--- src/rtl/alu_arbiter_if.sv ---
// Bundle of requester, response and ALU-side signals for alu_arbiter.
// The slave modport is the arbiter's view; master is the environment's view
// (issue logic, response consumers and the ALU itself).
interface alu_arbiter_if;
    // Requester 0
    logic        req0_valid;
    logic        req0_ready;
    logic [4:0]  req0_opcode;
    logic [31:0] req0_op1;
    logic [31:0] req0_op2;
    logic [4:0]  req0_shamt;
    // Requester 1
    logic        req1_valid;
    logic        req1_ready;
    logic [4:0]  req1_opcode;
    logic [31:0] req1_op1;
    logic [31:0] req1_op2;
    logic [4:0]  req1_shamt;
    // Responses (payload shared by both requesters)
    logic        rsp0_valid;
    logic        rsp0_ready;
    logic        rsp1_valid;
    logic        rsp1_ready;
    logic [31:0] rsp_result;
    logic        rsp_zero;
    logic        rsp_overflow;
    // Shared combinational ALU
    logic [4:0]  alu_opcode;
    logic [31:0] alu_op1;
    logic [31:0] alu_op2;
    logic [4:0]  alu_shamt;
    logic [31:0] alu_result;
    logic        alu_zero;
    logic        alu_ovf_add;
    logic        alu_ovf_sub;
    // Status
    logic        busy;

    modport slave (
        input  req0_valid, req0_opcode, req0_op1, req0_op2, req0_shamt,
        input  req1_valid, req1_opcode, req1_op1, req1_op2, req1_shamt,
        output req0_ready, req1_ready,
        output rsp0_valid, rsp1_valid, rsp_result, rsp_zero, rsp_overflow,
        input  rsp0_ready, rsp1_ready,
        output alu_opcode, alu_op1, alu_op2, alu_shamt,
        input  alu_result, alu_zero, alu_ovf_add, alu_ovf_sub,
        output busy
    );

    modport master (
        output req0_valid, req0_opcode, req0_op1, req0_op2, req0_shamt,
        output req1_valid, req1_opcode, req1_op1, req1_op2, req1_shamt,
        input  req0_ready, req1_ready,
        input  rsp0_valid, rsp1_valid, rsp_result, rsp_zero, rsp_overflow,
        output rsp0_ready, rsp1_ready,
        input  alu_opcode, alu_op1, alu_op2, alu_shamt,
        output alu_result, alu_zero, alu_ovf_add, alu_ovf_sub,
        input  busy
    );
endinterface

--- src/rtl/alu_arbiter.sv ---
// Round-robin arbiter sharing one combinational ALU between two requesters.
// Operands are registered toward the ALU; mul/div get SLOW_WAIT extra settle
// cycles; result and flags are registered and held until the winner takes them.
module alu_arbiter #(
    parameter int unsigned SLOW_WAIT = 4   // 0..15
) (
    input  logic         clock,
    input  logic         reset,
    alu_arbiter_if.slave bus
);

    localparam logic [4:0] OP_ADD = 5'b00000;
    localparam logic [4:0] OP_SUB = 5'b00001;
    localparam logic [4:0] OP_MUL = 5'b00010;
    localparam logic [4:0] OP_DIV = 5'b00011;
    localparam logic [3:0] SLOW_CNT = 4'(SLOW_WAIT);

    typedef enum logic [1:0] {
        S_IDLE = 2'd0,
        S_EXEC = 2'd1,
        S_RESP = 2'd2
    } state_e;

    state_e      state_q,      state_d;
    logic        last_grant_q, last_grant_d;
    logic        gid_q,        gid_d;
    logic [3:0]  cnt_q,        cnt_d;
    logic [4:0]  opcode_q,     opcode_d;
    logic [31:0] op1_q,        op1_d;
    logic [31:0] op2_q,        op2_d;
    logic [4:0]  shamt_q,      shamt_d;
    logic [31:0] result_q,     result_d;
    logic        zero_q,       zero_d;
    logic        ovf_q,        ovf_d;
    logic [1:0]  rsp_valid_q,  rsp_valid_d;

    // Combinational helpers
    logic [1:0]  req_ready;
    logic        sel;
    logic [4:0]  sel_opcode;
    logic        sel_ready;

    // Arbitration, operand capture, settle counting and response handshake.
    always_comb begin
        // NOTE: every signal written here gets a default first, so no path
        // through the case statement can leave one unassigned (no latches).
        state_d      = state_q;
        last_grant_d = last_grant_q;
        gid_d        = gid_q;
        cnt_d        = cnt_q;
        opcode_d     = opcode_q;
        op1_d        = op1_q;
        op2_d        = op2_q;
        shamt_d      = shamt_q;
        result_d     = result_q;
        zero_d       = zero_q;
        ovf_d        = ovf_q;
        rsp_valid_d  = rsp_valid_q;
        req_ready    = 2'b00;

        // Winner among the currently valid requesters; on a tie the one
        // that did not win last time.
        if (bus.req0_valid && bus.req1_valid) begin
            sel = ~last_grant_q;
        end else begin
            sel = bus.req1_valid;
        end
        sel_opcode = sel ? bus.req1_opcode : bus.req0_opcode;
        sel_ready  = gid_q ? bus.rsp1_ready : bus.rsp0_ready;

        case (state_q)
            S_IDLE: begin
                if (bus.req0_valid || bus.req1_valid) begin
                    req_ready[sel] = 1'b1;
                    opcode_d       = sel_opcode;
                    op1_d          = sel ? bus.req1_op1   : bus.req0_op1;
                    op2_d          = sel ? bus.req1_op2   : bus.req0_op2;
                    shamt_d        = sel ? bus.req1_shamt : bus.req0_shamt;
                    gid_d          = sel;
                    last_grant_d   = sel;
                    cnt_d          = (sel_opcode == OP_MUL || sel_opcode == OP_DIV)
                                     ? SLOW_CNT : 4'd0;
                    state_d        = S_EXEC;
                end
            end

            S_EXEC: begin
                if (cnt_q != 4'd0) begin
                    cnt_d = cnt_q - 4'd1;
                end else begin
                    result_d = bus.alu_result;
                    zero_d   = bus.alu_zero;
                    case (opcode_q)
                        OP_ADD:  ovf_d = bus.alu_ovf_add;
                        OP_SUB:  ovf_d = bus.alu_ovf_sub;
                        default: ovf_d = 1'b0;
                    endcase
                    rsp_valid_d[gid_q] = 1'b1;
                    state_d            = S_RESP;
                end
            end

            S_RESP: begin
                // Payload stays frozen; only the owner's ready releases it.
                if (rsp_valid_q[gid_q] && sel_ready) begin
                    rsp_valid_d = 2'b00;
                    state_d     = S_IDLE;
                end
            end

            default: begin
                state_d = S_IDLE;
            end
        endcase
    end

    // State register with synchronous reset; reset drops any in-flight op.
    always_ff @(posedge clock) begin
        // NOTE: sequential state uses non-blocking assignments so every
        // register samples the pre-edge values regardless of statement order.
        if (reset) begin
            state_q      <= S_IDLE;
            last_grant_q <= 1'b1;
            gid_q        <= 1'b0;
            cnt_q        <= 4'd0;
            opcode_q     <= 5'd0;
            op1_q        <= 32'd0;
            op2_q        <= 32'd0;
            shamt_q      <= 5'd0;
            result_q     <= 32'd0;
            zero_q       <= 1'b0;
            ovf_q        <= 1'b0;
            rsp_valid_q  <= 2'b00;
        end else begin
            state_q      <= state_d;
            last_grant_q <= last_grant_d;
            gid_q        <= gid_d;
            cnt_q        <= cnt_d;
            opcode_q     <= opcode_d;
            op1_q        <= op1_d;
            op2_q        <= op2_d;
            shamt_q      <= shamt_d;
            result_q     <= result_d;
            zero_q       <= zero_d;
            ovf_q        <= ovf_d;
            rsp_valid_q  <= rsp_valid_d;
        end
    end

    assign bus.req0_ready   = req_ready[0];
    assign bus.req1_ready   = req_ready[1];
    assign bus.rsp0_valid   = rsp_valid_q[0];
    assign bus.rsp1_valid   = rsp_valid_q[1];
    assign bus.rsp_result   = result_q;
    assign bus.rsp_zero     = zero_q;
    assign bus.rsp_overflow = ovf_q;
    assign bus.alu_opcode   = opcode_q;
    assign bus.alu_op1      = op1_q;
    assign bus.alu_op2      = op2_q;
    assign bus.alu_shamt    = shamt_q;
    assign bus.busy         = (state_q != S_IDLE);

endmodule
--- src/flat_wrapper.sv ---
// flat-port wrapper written by rule: the top's interface ports become plain ports
module alu_arbiter_flat 
#(
    parameter int unsigned SLOW_WAIT = 4           
)
  (clock, reset, bus_req0_valid, bus_req0_opcode, bus_req0_op1, bus_req0_op2, bus_req0_shamt, bus_req1_valid, bus_req1_opcode, bus_req1_op1, bus_req1_op2, bus_req1_shamt, bus_req0_ready, bus_req1_ready, bus_rsp0_valid, bus_rsp1_valid, bus_rsp_result, bus_rsp_zero, bus_rsp_overflow, bus_rsp0_ready, bus_rsp1_ready, bus_alu_opcode, bus_alu_op1, bus_alu_op2, bus_alu_shamt, bus_alu_result, bus_alu_zero, bus_alu_ovf_add, bus_alu_ovf_sub, bus_busy);
  alu_arbiter_if bus_i ();
  input  logic clock;
  input  logic reset;
  input wire logic [$bits(bus_i.req0_valid)-1:0] bus_req0_valid;
  input wire logic [$bits(bus_i.req0_opcode)-1:0] bus_req0_opcode;
  input wire logic [$bits(bus_i.req0_op1)-1:0] bus_req0_op1;
  input wire logic [$bits(bus_i.req0_op2)-1:0] bus_req0_op2;
  input wire logic [$bits(bus_i.req0_shamt)-1:0] bus_req0_shamt;
  input wire logic [$bits(bus_i.req1_valid)-1:0] bus_req1_valid;
  input wire logic [$bits(bus_i.req1_opcode)-1:0] bus_req1_opcode;
  input wire logic [$bits(bus_i.req1_op1)-1:0] bus_req1_op1;
  input wire logic [$bits(bus_i.req1_op2)-1:0] bus_req1_op2;
  input wire logic [$bits(bus_i.req1_shamt)-1:0] bus_req1_shamt;
  output wire logic [$bits(bus_i.req0_ready)-1:0] bus_req0_ready;
  output wire logic [$bits(bus_i.req1_ready)-1:0] bus_req1_ready;
  output wire logic [$bits(bus_i.rsp0_valid)-1:0] bus_rsp0_valid;
  output wire logic [$bits(bus_i.rsp1_valid)-1:0] bus_rsp1_valid;
  output wire logic [$bits(bus_i.rsp_result)-1:0] bus_rsp_result;
  output wire logic [$bits(bus_i.rsp_zero)-1:0] bus_rsp_zero;
  output wire logic [$bits(bus_i.rsp_overflow)-1:0] bus_rsp_overflow;
  input wire logic [$bits(bus_i.rsp0_ready)-1:0] bus_rsp0_ready;
  input wire logic [$bits(bus_i.rsp1_ready)-1:0] bus_rsp1_ready;
  output wire logic [$bits(bus_i.alu_opcode)-1:0] bus_alu_opcode;
  output wire logic [$bits(bus_i.alu_op1)-1:0] bus_alu_op1;
  output wire logic [$bits(bus_i.alu_op2)-1:0] bus_alu_op2;
  output wire logic [$bits(bus_i.alu_shamt)-1:0] bus_alu_shamt;
  input wire logic [$bits(bus_i.alu_result)-1:0] bus_alu_result;
  input wire logic [$bits(bus_i.alu_zero)-1:0] bus_alu_zero;
  input wire logic [$bits(bus_i.alu_ovf_add)-1:0] bus_alu_ovf_add;
  input wire logic [$bits(bus_i.alu_ovf_sub)-1:0] bus_alu_ovf_sub;
  output wire logic [$bits(bus_i.busy)-1:0] bus_busy;
  assign bus_i.req0_valid = bus_req0_valid;
  assign bus_i.req0_opcode = bus_req0_opcode;
  assign bus_i.req0_op1 = bus_req0_op1;
  assign bus_i.req0_op2 = bus_req0_op2;
  assign bus_i.req0_shamt = bus_req0_shamt;
  assign bus_i.req1_valid = bus_req1_valid;
  assign bus_i.req1_opcode = bus_req1_opcode;
  assign bus_i.req1_op1 = bus_req1_op1;
  assign bus_i.req1_op2 = bus_req1_op2;
  assign bus_i.req1_shamt = bus_req1_shamt;
  assign bus_req0_ready = bus_i.req0_ready;
  assign bus_req1_ready = bus_i.req1_ready;
  assign bus_rsp0_valid = bus_i.rsp0_valid;
  assign bus_rsp1_valid = bus_i.rsp1_valid;
  assign bus_rsp_result = bus_i.rsp_result;
  assign bus_rsp_zero = bus_i.rsp_zero;
  assign bus_rsp_overflow = bus_i.rsp_overflow;
  assign bus_i.rsp0_ready = bus_rsp0_ready;
  assign bus_i.rsp1_ready = bus_rsp1_ready;
  assign bus_alu_opcode = bus_i.alu_opcode;
  assign bus_alu_op1 = bus_i.alu_op1;
  assign bus_alu_op2 = bus_i.alu_op2;
  assign bus_alu_shamt = bus_i.alu_shamt;
  assign bus_i.alu_result = bus_alu_result;
  assign bus_i.alu_zero = bus_alu_zero;
  assign bus_i.alu_ovf_add = bus_alu_ovf_add;
  assign bus_i.alu_ovf_sub = bus_alu_ovf_sub;
  assign bus_busy = bus_i.busy;
  alu_arbiter #(.SLOW_WAIT(SLOW_WAIT)) u_core (.clock(clock), .reset(reset), .bus(bus_i));
endmodule
--- config.mk ---
export PLATFORM = sky130hd
export DESIGN_NAME = alu_arbiter_flat
export DESIGN_NICKNAME = d
export VERILOG_FILES = /design/src/rtl/alu_arbiter_if.sv /design/src/rtl/alu_arbiter.sv /design/src/flat_wrapper.sv
export SDC_FILE = /design/constraint.sdc
export NUM_CORES = 1
export LEC_CHECK = 0
export CAP_MARGIN = 30
export CORE_UTILIZATION = 39
export DETAILED_ROUTE_END_ITERATION = 10
export PLACE_DENSITY = 0.86
export RECOVER_POWER = 50
export REMOVE_ABC_BUFFERS = 1
export SETUP_SLACK_MARGIN = 0.2
export SLEW_MARGIN = 10
export SYNTH_ARGS = -nofsm -noshare
export SYNTH_HDL_FRONTEND = slang
export SYNTH_SLANG_ARGS = --single-unit
--- constraint.sdc ---
create_clock -name clock -period 1.55 [get_ports clock]
set_input_delay 0.2325 -clock clock [delete_from_list [all_inputs] [get_ports clock]]
set_output_delay 0.2325 -clock clock [all_outputs]
set_load 0.05 [all_outputs]
# --- Word-level counts from Yosys, hierarchy flattened ---
# Cells that the tools add are included.
# Widths: inputs -> output; s select.
op_classes:
  bitwise: 3
  add_sub_neg: 1
  reduce_logical: 17
  n_mux: 25
  eq_ne: 9
  magnitude_cmp: 4
ops:
  columns: ["cell", "n"]
  rows:
  - ["$mux 32", 2]
  - ["$mux 2", 6]
  - ["$eq 5x2->1 const B", 2]
  - ["$mux 5", 2]
  - ["$reduce_and 3->1", 3]
  - ["$mux 4", 2]
  - ["$pmux 4 s2", 1]
  - ["$mux 1", 6]
  - ["$ne 2x1->1 const B", 3]
  - ["$pmux 2 s3", 1]
  - ["$reduce_bool 2->1", 3]
  - ["$eq 5x1->1 const B", 1]
  - ["$logic_not 5->1", 1]
  - ["$logic_and 1x1->1", 4]
  - ["$lt 1x2->1 const B", 2]
  - ["$pmux 2 s2", 1]
  - ["$reduce_and 2->1", 2]
  - ["$reduce_bool 4->1", 1]
  - ["$sub 4x1->4 const B", 1]
  - ["$mux 3", 1]
  - ["$demux 1 s1", 2]
  - ["$eq 2x1->1 const B", 1]
  - ["$eq 2x2->1 const B", 1]
  - ["$ge 1x1->1 const B", 2]
  - ["6 further kinds", 8]
word_totals:
  output_inout_bits: 113
  elab_cells: 71
  inputBits: 189
  reg_bits: 118

# --- Logic depth before layout (Yosys ltp) ---
depth:
  word_depth: 8
  mapped_depth: 7

# --- Least setup slack after synthesis ---
# Ideal clock, no wire load.
synth_timing:
  kind: "input to register"
  start: "input port bus_req0_valid"
  end: "register u_core.gid_q"
  setup_slack_ns: -0.153
  cell_stages: 5
  required_time_ns: 1.489
  arrival_ns: 1.643
  setup_time_ns: 0.061
  cell_sequence: "buf_6 a21bo_2 buf_6 nor2_1 a22o_1"
synth_between:
  elab_chain_cells: 2
  elab_cells_between_ends: 4
  classes_between: "1 x mux; 3 x reduce/logical"
synth_rtl:
  columns: ["element", "line_no", "rtl"]
  rows:
  - ["start: declaration", "flat_wrapper.sv:10", "input wire logic [$bits(bus_i.req0_valid)-1:0] bus_req0_valid;"]
  - ["$logic_and 1x1->1 / $logic_or 1x1->1 (equally long branches)", "alu_arbiter.sv:63, alu_arbiter.sv:73", null]
  - ["$mux 1 / $reduce_and 2->1 (equally long branches)", null, null]
  - ["end signal: assignment", "alu_arbiter.sv:137", "gid_q <= gid_d;"]
  - ["end: declaration", "alu_arbiter.sv:26", "logic gid_q, gid_d;"]
# Parallel ways exist; a longest one is shown, timed or not.
# A chain may end at the register's enable or synchronous reset.

# --- Worst setup path after layout ---
layout_timing:
  start: "register u_core.state_q[1]"
  end: "register u_core.op2_q[8], in the netlist u_core.bus.alu_op2[8]"
layout_between:
  elab_chain_cells: 2
layout_rtl:
  columns: ["element", "line_no", "rtl"]
  rows:
  - ["start: declaration", "alu_arbiter.sv:24", "state_e state_q, state_d;"]
  - ["start signal: assignment", "alu_arbiter.sv:135", "state_q <= state_d;"]
  - ["$logic_not 2->1", "alu_arbiter.sv:71", "case (state_q)"]
  - ["$reduce_and 2->1 (no line)", null, null]
  - ["end signal: assignment", "alu_arbiter.sv:141", "op2_q <= op2_d;"]
  - ["end: declaration", "alu_arbiter.sv:30", "logic [31:0] op2_q, op2_d;"]
# Every way passes these cells.

==> results.txt <==
Counting along the longest clock path gives a buffer depth of 2. For this design, the sink count on the clock tree is 118. The count of pins on the block boundary came out at 302.

The run finished, with violations left. The total count of max-transition violations in the final report was 0. At the later pin of the worst-skew pair, clock insertion delay measures 0.42 ns. Once detail routing completed, the nets flagged for antenna violations numbered 0. Yosys mapped the design onto 48 distinct sky130hd cell types.

The number of maximum-capacitance constraint violations came out at 0. Hold is met by 0.2298 ns. At the pin with the least slew margin, the transition time is 0.7295 ns. The global route total overflow came out at 0. The number of synthesized flops with an enable pin came out at 0. For the final routed database, the setup TNS stands at -0.5039 ns.

After synthesis the cells add up to 5279 um2. The first global-routing pass estimated ~33,000 um of wire. The starting density of the core came out at 39.86%. The cell area reported after detailed placement came out at 8396 um2. The x dimension of the die is 118.3 um. The aggregate routed wire length came out at 22,230 um. The met1 track utilization from global routing is between 30% and 40%. The commonest non-fill, non-tap cell in the layout is sky130_fd_sc_hd__clkdlybuf4s50_1. The final worst-path setup slack came out at -0.05046 ns. The routability congestion estimate is 0.7977. The via count of the first global-routing pass was ~6.3k. The total non-filler cell area in the finished layout came out at 9908 um2. Synthesis produced 622 cells. TritonCTS built the clock tree. The post-CTS clock slew at the launch and capture registers of the worst setup and hold paths is 0.05 ns.

The post-route minimum period is 1.600 ns. The routed via count divided by cell count is approximately 5.8. The clock tree skew after final layout came out at 0.004235 ns. The half-perimeter wire length of the detailed placement result is 13,160 um. The cell count of the worst reg-to-reg path came out at 9. The DRC violation total after the first TritonRoute iteration came out at 472. The worst setup path is launched from a flop.

The post-route fraction of the period consumed by the critical path came out at 103.3%. The die outline height is 118.3 um. The checks that failed: negative setup slack. The clock root buffer is sky130_fd_sc_hd__clkbuf_16.

The share of Yosys cell area claimed by the top area cell type came out at 44.75%. The vias after detailed routing came out at 6,579. The critical-path maximum fanout is 5. After synthesis the netlist holds a flip-flop and latch count of 118.

The source of the worst hold timing path is reset. The maximum operating frequency is 624.8 MHz. Across every metal layer, demand over resource in global routing totals 29.89%. STA classifies the critical path endpoint as a flop. Summed over all instances, the cell type with the most area after synthesis is sky130_fd_sc_hd__dfxtp_1. The number of antenna violations at the first check in global routing came to 1. Ranked by total cell area, the synthesized netlist is headed by sky130_fd_sc_hd__dfxtp_1 (45%), sky130_fd_sc_hd__a21oi_1 (6.9%), sky130_fd_sc_hd__nand3_1 (5.9%), sky130_fd_sc_hd__o21ai_0 (5.4%), sky130_fd_sc_hd__nand2_1 (5.1%).

The path with the worst hold slack has its endpoint at u_core.state_q[1]. For this run, the leading register cell type out of synthesis is sky130_fd_sc_hd__dfxtp_1. The setup slack on the worst flop-to-flop path came out at -0.05 ns. Entering global routing, the biggest net connects between 50 and 60 pins. Once layout is complete, the utilization of the core stands at 74.82%. The largest voltage drop on the vdd net is around 0.00075 V. In this run the critical register-to-register path is launched from u_core.state_q[1].

The share of cells above drive strength 1 is around a third. STA puts the critical path data arrival time at 1.86 ns. The static leakage power came out at between 0.003 and 0.004 uW. The hold-critical path depth is 3. The max-slew headroom at the worst pin came out at 51.37%. The floorplan die area came out at between 10,000 and 15,000 um2. Counting flops with an async set or reset pin after synthesis yields a share of 0%.

The average cell area after synthesis came out at 8.487 um2. The detail-routed net length per standard cell came out at slightly below 20 um. The sequential fraction of the synthesis area came out at between 40% and 50%. The number of cell rows came out at 42.

The final net count came out at 1,143. The met2 global-route usage came out at 51.69%. In this run the worst hold path is classified as primary input to flop. The number of instances in the placed design is 1,077. The detailed-routing iteration count for the pre-antenna-repair pass is 5. Excluding fillers, the count of instances in the completed layout stands at 1,143. The count of endpoints failing hold in the final timing report came out at 0. In this run the most used layer during global routing was met2. The area growth from synthesis to layout is 87.70%. The met3 demand-to-capacity share in global routing came out at 8.446%. The number of buffer cells added on primary ports is 301. The number of warnings printed during yosys synthesis came out at 0.

The placeable core area came out at around 13,000 um2. The DRC violation count after routing came out at 0. Hold repair after CTS inserted 0 buffers.

Setup repair after global routing could not meet its margin everywhere. The layout has 969 filler cells. In this run the critical register-to-register path is captured at u_core.bus.alu_op2[8]. The total CTS buffers is 17. The number of setup violations in the final report is 26. The critical path is of the flop to flop type. The power per cell area came out at 1270 nW/um2. The library cells used most frequently in the layout, excluding fill and tap cells, are sky130_fd_sc_hd__clkdlybuf4s50_1 (185), sky130_fd_sc_hd__dfxtp_1 (112), sky130_fd_sc_hd__clkbuf_2 (94).

The data required time of the worst path came out at 1.81 ns. The H-tree level count is 4.
## metal layers
metal  routed length, um  up-vias  share of wire [%]
met5                   0        -                  0
met4                 815        0                3.7
met3                1716       71                7.7
met2               11250      347                 51
met1                8443     3137                 38
li1                    -     3024                  -
## synth_stat cells (3+ instances only)
cell and number:
sky130_fd_sc_hd__clkbuf_1 32, sky130_fd_sc_hd__a221o_1 13, sky130_fd_sc_hd__nor2_1 5, sky130_fd_sc_hd__o21ai_0 57, sky130_fd_sc_hd__nand4_1 28, sky130_fd_sc_hd__and4_1 13, sky130_fd_sc_hd__a311oi_1 29, sky130_fd_sc_hd__buf_4 6
sky130_fd_sc_hd__nand3b_1 3, sky130_fd_sc_hd__buf_6 8, sky130_fd_sc_hd__nand2_1 72, sky130_fd_sc_hd__or3_1 3, sky130_fd_sc_hd__a311oi_2 5, sky130_fd_sc_hd__inv_1 5, sky130_fd_sc_hd__nand3_1 62, sky130_fd_sc_hd__nand2b_1 4
sky130_fd_sc_hd__a31oi_1 27, sky130_fd_sc_hd__buf_2 24, sky130_fd_sc_hd__a21oi_1 73, sky130_fd_sc_hd__dfxtp_1 118, sky130_fd_sc_hd__o21ai_1 5
## flip-flops by register name (all words and copies together), names as in the netlist, 2 cells and up
name and flops:
u_core.rsp_valid_q 2, u_core.bus.alu_op1 32, u_core.bus.rsp_result 32, u_core.bus.alu_op2 32
u_core.bus.alu_opcode 5, u_core.cnt_q 4, u_core.state_q 2, u_core.bus.alu_shamt 5
## worst max-delay path, stage by stage (launching register included)
cell and delay, ns:
sky130_fd_sc_hd__dfxtp_2 0.34, sky130_fd_sc_hd__nor2_4 0.20, sky130_fd_sc_hd__inv_4 0.08, sky130_fd_sc_hd__buf_6 0.13, sky130_fd_sc_hd__buf_8 0.12, sky130_fd_sc_hd__nor2_4 0.13, sky130_fd_sc_hd__buf_12 0.14, sky130_fd_sc_hd__buf_12 0.11
sky130_fd_sc_hd__buf_12 0.11, sky130_fd_sc_hd__a311oi_1 0.08
## final cells by class
type | instances | area [um2] | share of cell area (%)
multi-input cells | 427 | 2945 | 29.73
repair buffers | 383 | 3685 | 37.19
flip-flops and latches | 118 | 2375 | 23.97
diodes | 1 | 2.502 | 0.02526
clock inverters | 6 | 136.4 | 1.376
well taps | 176 | 220.2 | 2.223
inverters | 6 | 25.02 | 0.2526
clock buffers | 26 | 519.2 | 5.241
## logic make-up (layout without fill, tap and decap cells)
kind of cell             Yosys count  after routing  share of synthesized area (%)
AO/OA/AOI/OAI                    222            222                          26.88
AND/OR/NAND/NOR                  202            202                          20.12
flip-flops                       118            118                          44.75
buffers and inverters             77            421                          7.609
multiplexers                       2              2                         0.4029
adder cells (fa/ha/maj)            1              1                         0.2370
other                              0              1                              0
## through the flow
| stage | setup slack (ns) | power (uW) |
|---|---|---|
| final | -0.05046 | 12580 |
| after global routing | -0.09068 | 13010 |
| after global placement | -0.2714 | 7450 |
| after CTS | -0.03758 | 12470 |
| after floorplan | -1.822 | 5738 |
| after detailed placement | -0.3344 | 7487 |
## worst max path at each step
stage	start	to	slack, ns
floorplan	u_core.state_q[1]	u_core.bus.alu_op2[20]	-1.82
global placement	bus_req0_valid	u_core.bus.alu_op1[14]	-0.27
detailed placement	bus_req0_valid	u_core.bus.alu_op1[28]	-0.33
CTS	u_core.state_q[0]	bus_req0_ready	-0.04
global route	u_core.state_q[1]	u_core.bus.alu_op2[31]	-0.09
finish	u_core.state_q[1]	u_core.bus.alu_op2[8]	-0.05
## power breakdown
part | switching, uW | internal (uW)
Clock | 1390 | 2950
Combinational | 2690 | 1920
Sequential | 226 | 3400
Total | 4310 | 8270
## repair_timing
action                     in CTS  in global routing
pin swaps                      22                 54
resized for setup              76                 76
cloned                          9                  4
setup endpoints to repair     112                102
setup buffers                  16                  4
Note: power is estimated with default switching activity, not from simulation.
